===== config.mk =====
export PLATFORM = sky130hd
export DESIGN_NAME = mmu_sequencer
export DESIGN_NICKNAME = d
export VERILOG_FILES = /design/src/rtl/mmu_sequencer.sv
export SDC_FILE = /design/constraint.sdc
export NUM_CORES = 1
export LEC_CHECK = 0
export BUFFER_PORTS_ARGS = -buffer_cell sky130_fd_sc_hd__buf_4
export CORE_ASPECT_RATIO = 0.6
export CORE_MARGIN = 4
export CORE_UTILIZATION = 50
export CTS_CLUSTER_SIZE = 16
export DETAILED_ROUTE_END_ITERATION = 6
export HOLD_SLACK_MARGIN = 0.15
export PLACE_DENSITY = 0.78
export SETUP_SLACK_MARGIN = 0.05
export SLEW_MARGIN = 20
export SYNTH_ARGS = -nofsm -noshare
export SYNTH_HDL_FRONTEND = slang
export SYNTH_SLANG_ARGS = --single-unit
export TNS_END_PERCENT = 20

===== constraint.sdc =====
create_clock -name clk -period 3.5 [get_ports clk]
set_input_delay 0.35 -clock clk [delete_from_list [all_inputs] [get_ports clk]]
set_output_delay 0.35 -clock clk [all_outputs]
set_load 0.01 [all_outputs]

===== src/rtl/mmu_sequencer.sv =====
// Matrix-multiply unit sequencer: tracks which A/B elements have been loaded,
// arms and runs a fixed-length compute, then gates result readout.
module mmu_sequencer #(
  parameter int DIM   = 2,
  parameter int IDX_W = $clog2(DIM*DIM),
  parameter int NCYC  = 3*DIM,
  localparam int CYC_W = $clog2(NCYC+1)
) (
  input  logic             clk,
  input  logic             rst_n,
  input  logic [7:0]       instrn,
  output logic             mem_load_mat,
  output logic [IDX_W:0]   mem_addr,
  output logic             mmu_en,
  output logic [CYC_W-1:0] mmu_cycle,
  output logic             out_en,
  output logic [IDX_W-1:0] out_addr,
  output logic             busy,
  output logic             done,
  output logic             err
);

  localparam int NELEM = DIM*DIM;
  localparam int NBITS = 2*NELEM;
  localparam int BP_W  = $clog2(NBITS);

  localparam logic [2:0] IDLE    = 3'd0;
  localparam logic [2:0] LOAD    = 3'd1;
  localparam logic [2:0] ARM     = 3'd2;
  localparam logic [2:0] COMPUTE = 3'd3;
  localparam logic [2:0] DONE    = 3'd4;

  logic             load_en, sel_ab, output_en, abort;
  logic [IDX_W-1:0] idx;
  logic             unused_instrn;

  assign load_en       = instrn[0];
  assign sel_ab        = instrn[1];
  assign output_en     = instrn[2];
  assign abort         = instrn[3];
  assign idx           = instrn[4 +: IDX_W];
  assign unused_instrn = ^instrn;

  logic [2:0]       state_q, state_d;
  logic [NBITS-1:0] bitmap_q, bitmap_d;
  logic [NBITS-1:0] load_bit;
  logic [BP_W-1:0]  bit_pos;

  logic             mem_load_mat_d, mmu_en_d, out_en_d, busy_d, done_d, err_d;
  logic [IDX_W:0]   mem_addr_d;
  logic [CYC_W-1:0] mmu_cycle_d;
  logic [IDX_W-1:0] out_addr_d;

  // A selects the low half of the bitmap, B the high half; indices past the
  // matrix size are written to memory but never count toward completion.
  always_comb begin
    bit_pos  = BP_W'(idx) + (sel_ab ? BP_W'(NELEM) : '0);
    load_bit = '0;
    if ({1'b0, idx} < (IDX_W+1)'(NELEM))
      load_bit = NBITS'(1) << bit_pos;
  end

  // NOTE: every combinational output gets a default before the case, so no
  // path through the decode can leave a variable unassigned and infer a latch.
  always_comb begin
    state_d        = state_q;
    bitmap_d       = bitmap_q;
    mem_load_mat_d = 1'b0;
    mem_addr_d     = '0;
    mmu_en_d       = 1'b0;
    mmu_cycle_d    = '0;
    out_en_d       = 1'b0;
    out_addr_d     = '0;
    done_d         = 1'b0;
    err_d          = err;

    if (abort) begin
      state_d  = IDLE;
      bitmap_d = '0;
    end else begin
      case (state_q)
        IDLE: begin
          if (load_en) begin
            mem_load_mat_d = 1'b1;
            mem_addr_d     = {sel_ab, idx};
            bitmap_d       = load_bit;
            err_d          = 1'b0;
            state_d        = LOAD;
          end
        end

        LOAD: begin
          if (load_en) begin
            mem_load_mat_d = 1'b1;
            mem_addr_d     = {sel_ab, idx};
            bitmap_d       = bitmap_q | load_bit;
            if (&(bitmap_q | load_bit))
              state_d = ARM;
          end
        end

        ARM: begin
          err_d   = err | load_en;
          state_d = COMPUTE;
        end

        // The first COMPUTE cycle still shows mmu_en low: that gives the
        // one-cycle arm gap between the final load strobe and the feed.
        COMPUTE: begin
          err_d = err | load_en;
          if (!mmu_en) begin
            mmu_en_d = 1'b1;
          end else if (mmu_cycle == CYC_W'(NCYC-1)) begin
            done_d  = 1'b1;
            state_d = DONE;
          end else begin
            mmu_en_d    = 1'b1;
            mmu_cycle_d = mmu_cycle + CYC_W'(1);
          end
        end

        DONE: begin
          if (load_en) begin
            mem_load_mat_d = 1'b1;
            mem_addr_d     = {sel_ab, idx};
            bitmap_d       = load_bit;
            err_d          = 1'b0;
            state_d        = LOAD;
          end else begin
            done_d = 1'b1;
            if (output_en) begin
              out_en_d   = 1'b1;
              out_addr_d = idx;
            end
          end
        end

        default: begin
          state_d  = IDLE;
          bitmap_d = '0;
          err_d    = 1'b0;
        end
      endcase
    end

    busy_d = (state_d == ARM) || (state_d == COMPUTE);
  end

  // NOTE: state and outputs update with non-blocking assignments so every
  // flop samples the pre-edge values regardless of statement order.
  always_ff @(posedge clk or negedge rst_n) begin
    if (!rst_n) begin
      state_q      <= IDLE;
      bitmap_q     <= '0;
      mem_load_mat <= 1'b0;
      mem_addr     <= '0;
      mmu_en       <= 1'b0;
      mmu_cycle    <= '0;
      out_en       <= 1'b0;
      out_addr     <= '0;
      busy         <= 1'b0;
      done         <= 1'b0;
      err          <= 1'b0;
    end else begin
      state_q      <= state_d;
      bitmap_q     <= bitmap_d;
      mem_load_mat <= mem_load_mat_d;
      mem_addr     <= mem_addr_d;
      mmu_en       <= mmu_en_d;
      mmu_cycle    <= mmu_cycle_d;
      out_en       <= out_en_d;
      out_addr     <= out_addr_d;
      busy         <= busy_d;
      done         <= done_d;
      err          <= err_d;
    end
  end

endmodule


**Word-level counts from Yosys, hierarchy flattened**

Index checks and enable logic that the tools add are counted.

- RAM bits: 0
- Flip-flop bits (word level): 25
- Bits in read-only memories: 0
- Word-level logic and storage cells: 78
- Output and inout port bits: 14
- Memories kept: 0
- Latch bits: 0

- Bitwise gates (word level): 4
- Magnitude comparators: 0
- Shift-type cells: 1
- Reduce and logical (&&, ||, !) cells: 8
- Equality and inequality tests: 11
- Divide/modulo/power cells: 0
- Muxes and demuxes: 41
- $mul: 0
- Add/sub/neg operators: 2

Operators by type and width:

| kind | number |
|---|---|
| two-way mux 3 bit | 14 |
| two-way mux 8 bit | 3 |
| one-hot mux 8 bit (3 select lines) | 1 |
| two-way mux 1 bit | 16 |
| equality test 3 x 2 -> 1 bit (second input constant) | 4 |
| one-hot mux 3 bit (4 select lines) | 1 |
| two-way mux 2 bit | 4 |
| bitwise OR 8 bit | 1 |
| AND reduction 8 bit | 1 |
| left shift 1 x 3 -> 8 bit (first input constant) | 1 |
| equality test 3 bit (second input constant) | 2 |
| AND reduction 3 bit | 2 |
| inequality test 2 x 1 -> 1 bit (second input constant) | 2 |
| OR reduction 2 bit | 2 |
| adder 2 x 3 -> 3 bit | 1 |
| adder 3 x 1 -> 3 bit (second input constant) | 1 |
| equality test 3 x 1 -> 1 bit (second input constant) | 1 |
| logical NOT 3 bit | 1 |
| inequality test 3 x 1 -> 1 bit (second input constant) | 1 |
| inequality test 3 bit (second input constant) | 1 |
| one-hot mux 1 bit (3 select lines) | 1 |
| OR reduction 3 bit | 1 |
| NOT 1 bit | 2 |
| one-hot mux 1 bit (2 select lines) | 1 |
| other kinds (2) | 2 |

**Depth between registers and ports, before layout**

Gate-level depths: netlist of the first run.

- Depth in word-level cells: 11
- Depth in mapped cells: 6
- Depth with buffers taken out: 4

**Worst setup path before layout of the first run**

No wires, ideal clock.

- Path type: input to register
- Start: in instrn[1]
- End: reg busy
- Setup time: 122 ps
- Setup slack: 2115 ps
- Data required time: 3378 ps
- Arrival: 1263 ps
- Cell stages on the path: 5
- Buffers on the path: 1
- Cells stage by stage: buf_6 mux2_4 a32oi_2 a2111oi_4 a32o_1

- Cells in the longest elaborated chain, start to end: 11
- Elaborated cells on any way between the ends: 12
- Those cells by class: add/sub: 1; eq/ne: 2; shift: 1; mux: 5; bitwise: 1; reduce/logical: 2

Ends and longest elaborated chain:

| what | line | source |
|---|---|---|
| start: declaration | 11 | `input logic [7:0] instrn,` |
| two-way mux 3 bit (*) | 57 | `bit_pos = BP_W'(idx) + (sel_ab ? BP_W'(NELEM) : '0);` |
| adder 2 x 3 -> 3 bit (*) | 57 |  |
| left shift 1 x 3 -> 8 bit (*) | 60 | `load_bit = NBITS'(1) << bit_pos;` |
| bitwise OR 8 bit (*) | 97 | `if (&(bitmap_q \| load_bit))` |
| AND reduction 8 bit (*) | 97 |  |
| two-way mux 3 bit (*) | 97 |  |
| two-way mux 3 bit (*) | 93 | `if (load_en) begin` |
| one-hot mux 3 bit (4 select lines) (*) | 81 | `case (state_q)` |
| two-way mux 3 bit (*) | 77 | `if (abort) begin` |
| equality test 3 x 2 -> 1 bit | 146 | `busy_d = (state_d == ARM) \|\| (state_d == COMPUTE);` |
| logical OR 1 bit (*) | 146 |  |
| via busy_d | 49 | `logic mem_load_mat_d, mmu_en_d, out_en_d, busy_d, done_d, err_d;` |
| end signal: assignment | 173 | `busy <= busy_d;` |
| end: declaration | 18 | `output logic busy,` |

Mark *: on every way through the listed nets, which the timed path passes. The rest lies on a longest branch.
A chain may end at the register's enable or synchronous reset.

**Final worst setup path of the first run**

- Start: reg state_q[1]
- End: reg bitmap_q[0]

- Cells in the longest elaborated chain, start to end: 4
- Elaborated cells on any way between the ends: 13
- Those cells by class: eq/ne: 7; mux: 2; reduce/logical: 4

Ends and longest elaborated chain:

| what | line | source |
|---|---|---|
| start: declaration | 44 | `logic [2:0] state_q, state_d;` |
| start signal: assignment | 165 | `state_q <= state_d;` |
| equality test 3 bit (tied with other cells) | 81 |  |
| OR reduction 2 bit (no line) | -- |  |
| inequality test 3 x 1 -> 1 bit (no line) (tied with other cells) | -- |  |
| AND reduction 3 bit (no line) / two-way mux 8 bit (equally long branches) | -- |  |
| end signal: assignment | 166 | `bitmap_q <= bitmap_d;` |
| end: declaration | 45 | `logic [NBITS-1:0] bitmap_q, bitmap_d;` |

Several ways; a longest one is shown, not always the timed one.

==> results of run 1 <==
-- state kept, by name, summed over array words and instances, names as in the netlist --
register	count
bitmap_q	8
mem_addr	3
mmu_cycle	3
state_q	3
out_addr	2
busy	1
done	1
err	1
mem_load_mat	1
mmu_en	1
out_en	1
-- synthesized netlist by cell type, types with 3 or more instances --
| library cell | instances |
|---|---|
| inv_1 | 3 |
| nand2_1 | 5 |
| a21oi_1 | 7 |
| nor2_1 | 7 |
| dfrtp_1 | 25 |
| a22o_1 | 6 |
| buf_2 | 3 |
| and2_1 | 3 |
| a32o_1 | 3 |
| buf_6 | 4 |
-- cells by family after synthesis --
family | Yosys count | share of synthesized area, %
buffers and inverters | 11 | 6.35
AOI/OAI and AO/OA | 29 | 21.5
DFF | 25 | 50.4
muxes | 2 | 2.42
and+or+nand+nor | 38 | 19.4
-- worst register-to-register path: cells and delay by family, from the launching register on --
kind	cells	cell delay [ps]
and+or+nand+nor	2	660
AOI/OAI and AO/OA	1	270
DFF	1	550
-- what timing repair did --
action | CTS | global route
endpoints found under the hold margin | 25 | 0
setup buffers | 0 | 0
hold buffers | 1 | 0
-- metrics by stage --
step,instances,util [%]
global route,153,63.1
detailed placement,148,60.5
floorplan,105,-
finish,153,63.1
CTS,153,63.1
global placement,148,60.5
-- power breakdown --
group	internal, uW	switching (uW)	leakage (uW)
clock network	80.8	94.9	0.0000217
logic	20.4	26.8	0.000297
registers	294	6.16	0.000344
total	395	128	0.000663
-- area by class of cell --
type                    count  area share (%)
flip-flops and latches     25            43.8
repair buffers             22            11.7
clock buffers               3            2.89
inverters                   3           0.789
well taps                  30            2.63
multi-input cells          69            37.6
clock inverters             1           0.526
-- per-layer routing --
layer  up-vias  wire (um)  track usage, %
met5         -          0               0
met4         0         24            4.49
met3         4        188            5.88
met2        23        977            26.4
met1       421       1140            21.2
li1        419          -               -
-- path summary, 6_finish.rpt --
| kind | start | end | depth (start not counted) |
|---|---|---|---|
| worst min-delay path | instrn[3] | state_q[2] | 2 |
| worst max register to register | state_q[1] | bitmap_q[0] | 3 |
| min in group asynchronous | rst_n | out_addr[0] | 2 |
| worst min register to register | mmu_cycle[0] | mmu_cycle[0] | 1 |
| worst max-delay path | state_q[1] | bitmap_q[0] | 3 |
| max in group asynchronous | rst_n | mmu_cycle[1] | 2 |
==> key figures, run 1 <==
Global routing
  • First-pass GRT wire length: 4.04 mm
  • Antenna violations before repair: 0
  • GRT overflow: 0
  • Vias in the first global route: 852
  • Largest net degree at the start of global routing: 26
  • Gr usage total: between 10% and 20%

Finish
  • Most frequent cells in the layout: dfrtp_1 (25), buf_4 (21), nor2_1 (7), a21oi_1 (7), a22o_1 (6)
  • Area grow syn2layout: 15.0%
  • Commonest non-fill, non-tap cell in the layout: dfrtp_1
  • FILL cells: about 180
  • Multi-input gate area: 537 um2
  • Fin nets: roughly 130
  • Layout cells sized above 1: 31.7%
  • Post-route cell area: 0.00143 mm2
  • Inserted Diodes: 0
  • Register area: approximately 630 um2

Setup path
  • Buf/Inv on CP: 0
  • Crit end category: flip-flop
  • Crit path max-delay cell type: dfrtp_1
  • Crit-path cells: nor3b_1 > nor3_2 > a22o_1
  • Slowest cell delay on critical path: approximately 550 ps
  • CP required: between 3000 and 4000 ps
  • Crit path arrival time: 1740 ps
  • Cell family with most CP delay: simple AND/OR/NAND/NOR gates
  • CP Max Fanout: 13
  • Reg2Reg Setup Slack: between 1500 and 2000 ps
  • Startpoint types: flip-flop
  • Crit path kind: flip-flop to flip-flop

Clock network
  • Cts repair resizes: 0
  • H-tree depth: 1
  • Clock buffer depth: 2
  • Clk_lat worst skew: about 270 ps
  • Clock slew at reported path FFs: about 90 ps
  • Clock tree sinks: 25
  • CTS buffer count: 3
  • Clock root buffer master: clkbuf_8
  • CTS tree: built

Timing
  • Worst setup margin: just under 2000 ps
  • Worst slew margin: 66.0%
  • Skew final: approximately 2.9 ps
  • Setup TNS: 0 ps
  • Min Hold Slack: just over 300 ps
  • Final setup viols: 0
  • Slew Limit Fails: 0
  • Fin. Hold Viols: 0
  • Worst-margin pin slew: about 510 ps
  • Fmax: 633 MHz
  • Min cycle time layout: around 1600 ps
  • RSZ-0062 raised after global routing: no
  • Tcrit/Tclk final: 45.1%

Synth
  • Yosys top cell area share: ~50%
  • Primary FF master, synth: dfrtp_1
  • Syn nets: 115
  • Sequential share of the synthesized area: 50.4%
  • Yosys warning count: 0
  • Synth Instances: roughly 110
  • Post-synth ARST share: 100%
  • Leading area contributor after synthesis: dfrtp_1
  • Synthesis-stage register bit count: 25
  • Post-Syn Area per Cell: 11.8 um2
  • Yosys cell types: 39
  • Cell Area, Synth: 0.00124 mm2
  • Main area contributors after synthesis: dfrtp_1 (50%), a22o_1 (4.2%), buf_6 (3.6%)
  • EDFF count, synth: 0

Die
  • Core Rows: 13
  • Initial Utilization: between 50% and 60%
  • I/O pins: 24
  • Die Y-Extent: between 40 and 50 um
  • Core ar.: ~0.0023 mm2
  • Die area: roughly 0.0034 mm2
  • DIE WIDTH: approximately 72 um

Status
  • Status: finished, final reports clean

Power
  • Peak supply drop: 0.289 mV
  • Power, Total: around 520 uW
  • Lkg Pwr: approximately 0.00066 uW
  • Power Density: roughly 370 mW/mm2

Placement
  • Pre-CTS setup slack: about 2000 ps
  • DP Wirelength: approximately 1.7 mm
  • Placer Congestion: 0.739
  • Post-DP Area: between 0.001 and 0.0015 mm2
  • Input/output buffers: 21

Route
  • Total wire length: approximately 2.3 mm
  • Vias per cell: 5.67
  • Routed WL per cell: about 15 um
  • Initial DRT Pass Iterations: 4
  • Starting DRC count in detailed routing: 54
  • Drt drc: 0
  • Routed Antenna Nets: 0
  • Vias: just under 900

Flow run
  • Max-cap violation count: 0

Hold path
  • Worst Hold Class: input port to flip-flop
(Power assumes the default switching activity.)
==> run 2, diff against run 1 <==
--- a/config.mk
+++ b/config.mk
@@ -5,10 +5,11 @@
 export SDC_FILE = /design/constraint.sdc
 export NUM_CORES = 1
 export LEC_CHECK = 0
+export ABC_AREA = 1
 export BUFFER_PORTS_ARGS = -buffer_cell sky130_fd_sc_hd__buf_4
 export CORE_ASPECT_RATIO = 0.6
 export CORE_MARGIN = 4
-export CORE_UTILIZATION = 50
+export CORE_UTILIZATION = 47
 export CTS_CLUSTER_SIZE = 16
 export DETAILED_ROUTE_END_ITERATION = 6
 export HOLD_SLACK_MARGIN = 0.15
==> constraint.sdc (replaced) <==
create_clock -name clk -period 1.4 [get_ports clk]
set_input_delay 0.14 -clock clk [delete_from_list [all_inputs] [get_ports clk]]
set_output_delay 0.14 -clock clk [all_outputs]
set_load 0.01 [all_outputs]
==> run 2 against run 1 <==
- fmax rose by 21%
- largest cell class unchanged
- wire length fell by 9.0%
- first-iteration DRC count rose by 26%
- hold slack got worse by 140 ps
- combinational power rose to 3.3 times the previous value
- area after synthesis fell by 12%
- core utilization barely moved
- die area fell by 5.9%
- final cell count rose by 18%
- sequential cell count did not move
- clock power rose by 140%
- highest routed layer unchanged
- register-to-register slack got worse by 1800 ps
==> key figures, run 2 <==
Clock network
  • Clock buffer depth: 2 (unchanged)
  • CTS buffer count: 3 (unchanged)
  • H-tree depth: 1 (unchanged)
  • Clock slew at reported path FFs: 90 ps (about the same)
  • Clk_lat worst skew: 270 ps (about the same)
  • CTS tree: built (unchanged)
  • Post-CTS Repair Setup Buffers: 0 (unchanged)
  • Clock root buffer master: clkbuf_8 (unchanged)
  • Clock tree sinks: 25 (unchanged)

Global routing
  • First-pass GRT wire length: 3.35 mm (was 4.04 mm)
  • Largest net degree at the start of global routing: 26 (unchanged)
  • Gr usage total: 13.7% (was 16.4%)
  • Vias in the first global route: 744 (was 852)
  • Antenna violations before repair: 0 (unchanged)
  • GRT overflow: 0 (unchanged)

Finish
  • Commonest non-fill, non-tap cell in the layout: dfrtp_1 (unchanged)
  • Largest register by flop count: bitmap_q (unchanged)
  • Max FFs per register: 8 (unchanged)
  • Register area: 626 um2 (unchanged)
  • Layout cells sized above 1: 25.2% (was 31.7%)
  • Fin nets: 162 (was 134)
  • Multi-input gate area: 378 um2 (was 537 um2)
  • Inserted Diodes: 0 (unchanged)
  • Area grow syn2layout: 26.6% (was 15.0%)
  • Non-Filler Instances: 181 (was 153)
  • Most frequent cells in the layout: dfrtp_1 (25), inv_1 (23), buf_4 (23) (was dfrtp_1 (25), buf_4 (21), nor2_1 (7), a21oi_1 (7), a22o_1 (6))
  • FILL cells: 197 (was 181)

Setup path
  • Reg-to-reg endpoint: bitmap_q[2] (was bitmap_q[0])
  • CP Max Fanout: 8 (was 13)
  • Crit end category: flip-flop (unchanged)
  • Reg2Reg Setup Slack: 100 ps (was 1920 ps)
  • Buf/Inv on CP: 2 (was 0)
  • Cell family with most CP delay: compound AO/OA/AOI/OAI gates (was simple AND/OR/NAND/NOR gates)
  • Crit path arrival time: 1490 ps (was 1740 ps)
  • Startpoint types: flip-flop (unchanged)
  • Crit-path cells: inv_1 > nand2_2 > a21oi_1 > o21ai_0 > o21ai_0 > inv_2 > o22ai_1 (was nor3b_1 > nor3_2 > a22o_1)
  • CP required: 1580 ps (was 3670 ps)
  • Crit path launch: state_q[0] (was state_q[1])
  • Worst R2R Start: state_q[0] (was state_q[1])
  • Slowest cell delay on critical path: 410 ps (was 550 ps)
  • Crit path capture: bitmap_q[2] (was bitmap_q[0])
  • Crit path kind: flip-flop to flip-flop (unchanged)
  • Reg2reg path depth: 7 (was 3)
  • Crit path max-delay cell type: dfrtp_1 (unchanged)
  • Critical Path Stages: 7 (was 3)
  • Critical Path Most Common Cell: o21ai_0

Power
  • Peak supply drop: 0.543 mV (was 0.289 mV)
  • Combinational power share: 11.7% (was 9.0%)
  • Reg power frac: 56.2% (was 57.4%)
  • P_int: 1000 uW (was 395 uW)
  • Clk pwr share: 32.1% (was 33.6%)
  • Power Density: 967 mW/mm2 (was 366 mW/mm2)
  • Sw Pwr: 327 uW (was 128 uW)
  • Lkg Pwr: 0.000720 uW (was 0.000663 uW)
  • Switching share of total power: 24.6% (was 24.4%)

Route
  • Routed Antenna Nets: 0 (unchanged)
  • Starting DRC count in detailed routing: 68 (was 54)
  • Routed wl met3: 114 um (was 188 um)
  • M1 WL: 1.05 mm (was 1.14 mm)
  • Vias: 897 (was 867)
  • Routed WL per cell: 11.7 um (was 15.2 um)
  • Total wire length: 2.12 mm (was 2.33 mm)
  • Highest metal used: met4 (unchanged)
  • Initial DRT Pass Iterations: 4 (unchanged)
  • Vias per cell: 4.96 (was 5.67)
  • Drt drc: 0 (unchanged)
  • DR WL met2: 920 um (was 977 um)

Die
  • Die area: 0.00317 mm2 (was 0.00337 mm2)
  • I/O pins: 24 (unchanged)
  • Core ar.: 0.00218 mm2 (was 0.00226 mm2)
  • Die Y-Extent: 45.3 um (was 46.6 um)
  • DIE WIDTH: 70.1 um (was 72.3 um)
  • Initial Utilization: 49.9% (was 54.9%)
  • Core Rows: 13 (unchanged)

Synth
  • EDFF count, synth: 0 (unchanged)
  • Top cells by count, synth: dfrtp_1 (25), inv_1 (23), nand2_1 (21), nor2_1 (11), nand3_1 (9) (was dfrtp_1 (25), a21oi_1 (7), nor2_1 (7), a22o_1 (6), nand2_1 (5))
  • Yosys top cell area share: 57.5% (was 50.4%)
  • Post-Syn Area per Cell: 8.77 um2 (was 11.8 um2)
  • Yosys warning count: 0 (unchanged)
  • Yosys cell types: 17 (was 39)
  • Syn nets: 134 (was 115)
  • Most frequent cell after synthesis: dfrtp_1 (unchanged)
  • Cell Area, Synth: 0.00109 mm2 (was 0.00124 mm2)
  • Leading area contributor after synthesis: dfrtp_1 (unchanged)
  • Synth Instances: 124 (was 105)
  • Main area contributors after synthesis: dfrtp_1 (58%), inv_1 (7.9%), nand2_1 (7.2%) (was dfrtp_1 (50%), a22o_1 (4.2%), buf_6 (3.6%))
  • Synthesis-stage register bit count: 25 (unchanged)
  • Sequential share of the synthesized area: 57.5% (was 50.4%)
  • Post-synth ARST share: 100% (unchanged)
  • Primary FF master, synth: dfrtp_1 (unchanged)

Timing
  • Final setup viols: 0 (unchanged)
  • Worst slew margin: 79.5% (was 66.0%)
  • Skew final: 5.34 ps (was 2.86 ps)
  • Min cycle time layout: 1300 ps (was 1580 ps)
  • Slew Limit Fails: 0 (unchanged)
  • Tcrit/Tclk final: 93.2% (was 45.1%)
  • Fin. Hold Viols: 0 (unchanged)
  • Min Hold Slack: 167 ps (was 303 ps)
  • RSZ-0062 raised after global routing: yes (was no)
  • Fmax: 766 MHz (was 633 MHz)
  • Worst-margin pin slew: 307 ps (was 507 ps)

Placement
  • Placer Congestion: 0.859 (was 0.739)
  • Input/output buffers: 21 (unchanged)
  • DP Wirelength: 1.56 mm (was 1.69 mm)
  • Placed cell count: 175 (was 148)

Flow run
  • Max-cap violation count: 0 (unchanged)

Status
  • Status: finished, final reports clean (unchanged)

Hold path
  • Worst Hold Class: input port to flip-flop (unchanged)
  • Hold path cells: 3 (was 2)
run 2: cells by family (layout without fill, tap and decap cells):
group / after synthesis / after routing / synth area share (%)
AO/OA/AOI/OAI: 23 / 23 / 12.9
buffers and inverters: 27 / 54 / 9.55
flip-flops: 25 / 25 / 57.5
AND/OR/NAND/NOR: 49 / 49 / 20.0
run 2: power groups by stage:
stage,registers [uW],clock network (uW),logic (uW)
after floorplan,768,0,72.5
after CTS,749,440,151
after global placement,762,0,144
after global routing,751,468,172
after detailed placement,763,0,146
final,748,427,156
run 2: metrics by stage:
step           TNS (ps)  total power, uW  area (um2)  setup slack (ps)  utilization [%]
3_5_place_dp          0              910        1290               155             59.1
6_report              0             1330        1380              95.0             63.1
4_1_cts               0             1340        1360               128             62.2
2_1_floorplan         0              840        1090               224                -
3_3_place_gp          0              907        1290               196             59.1
5_1_grt           -19.5             1390        1380             -16.8             63.1
run 2: area by class of cell:
cell class                      instances  area share, %
Tap cell                               30           2.73
Multi-Input combinational cell         72           27.5
Sequential cell                        25           45.5
Timing Repair Buffer                   25           14.0
Clock inverter                          1          0.545
Clock buffer                            3           3.00
Inverter                               25           6.82
run 2: timing repair:
action	4_1_cts	5_1_grt
hold endpoints to repair	31	0
hold buffers	2	0
setup endpoints to repair	0	8
resized for setup	0	4
run 2: worst min path at each step:
stage	start	to	slack, ps
finish	instrn[5]	mem_addr[1]	170
global route	instrn[5]	mem_addr[1]	170
CTS	instrn[5]	mem_addr[1]	160
detailed placement	rst_n	bitmap_q[7]	50
global placement	rst_n	bitmap_q[7]	50
floorplan	rst_n	bitmap_q[0]	-160
run 2: metal layers:
layer	global-route usage [%]	up-vias
li1	-	456
met1	19.1	410
met2	20.6	25
met3	4.44	6
met4	4.20	0
met5	0	-
run 2: worst reg2reg max path, cell delays in order, from the launching register on:
cell and delay, ps:
dfrtp_1 410, inv_1 130, nand2_2 90, a21oi_1 120, o21ai_0 80, o21ai_0 110
inv_2 130, o22ai_1 150
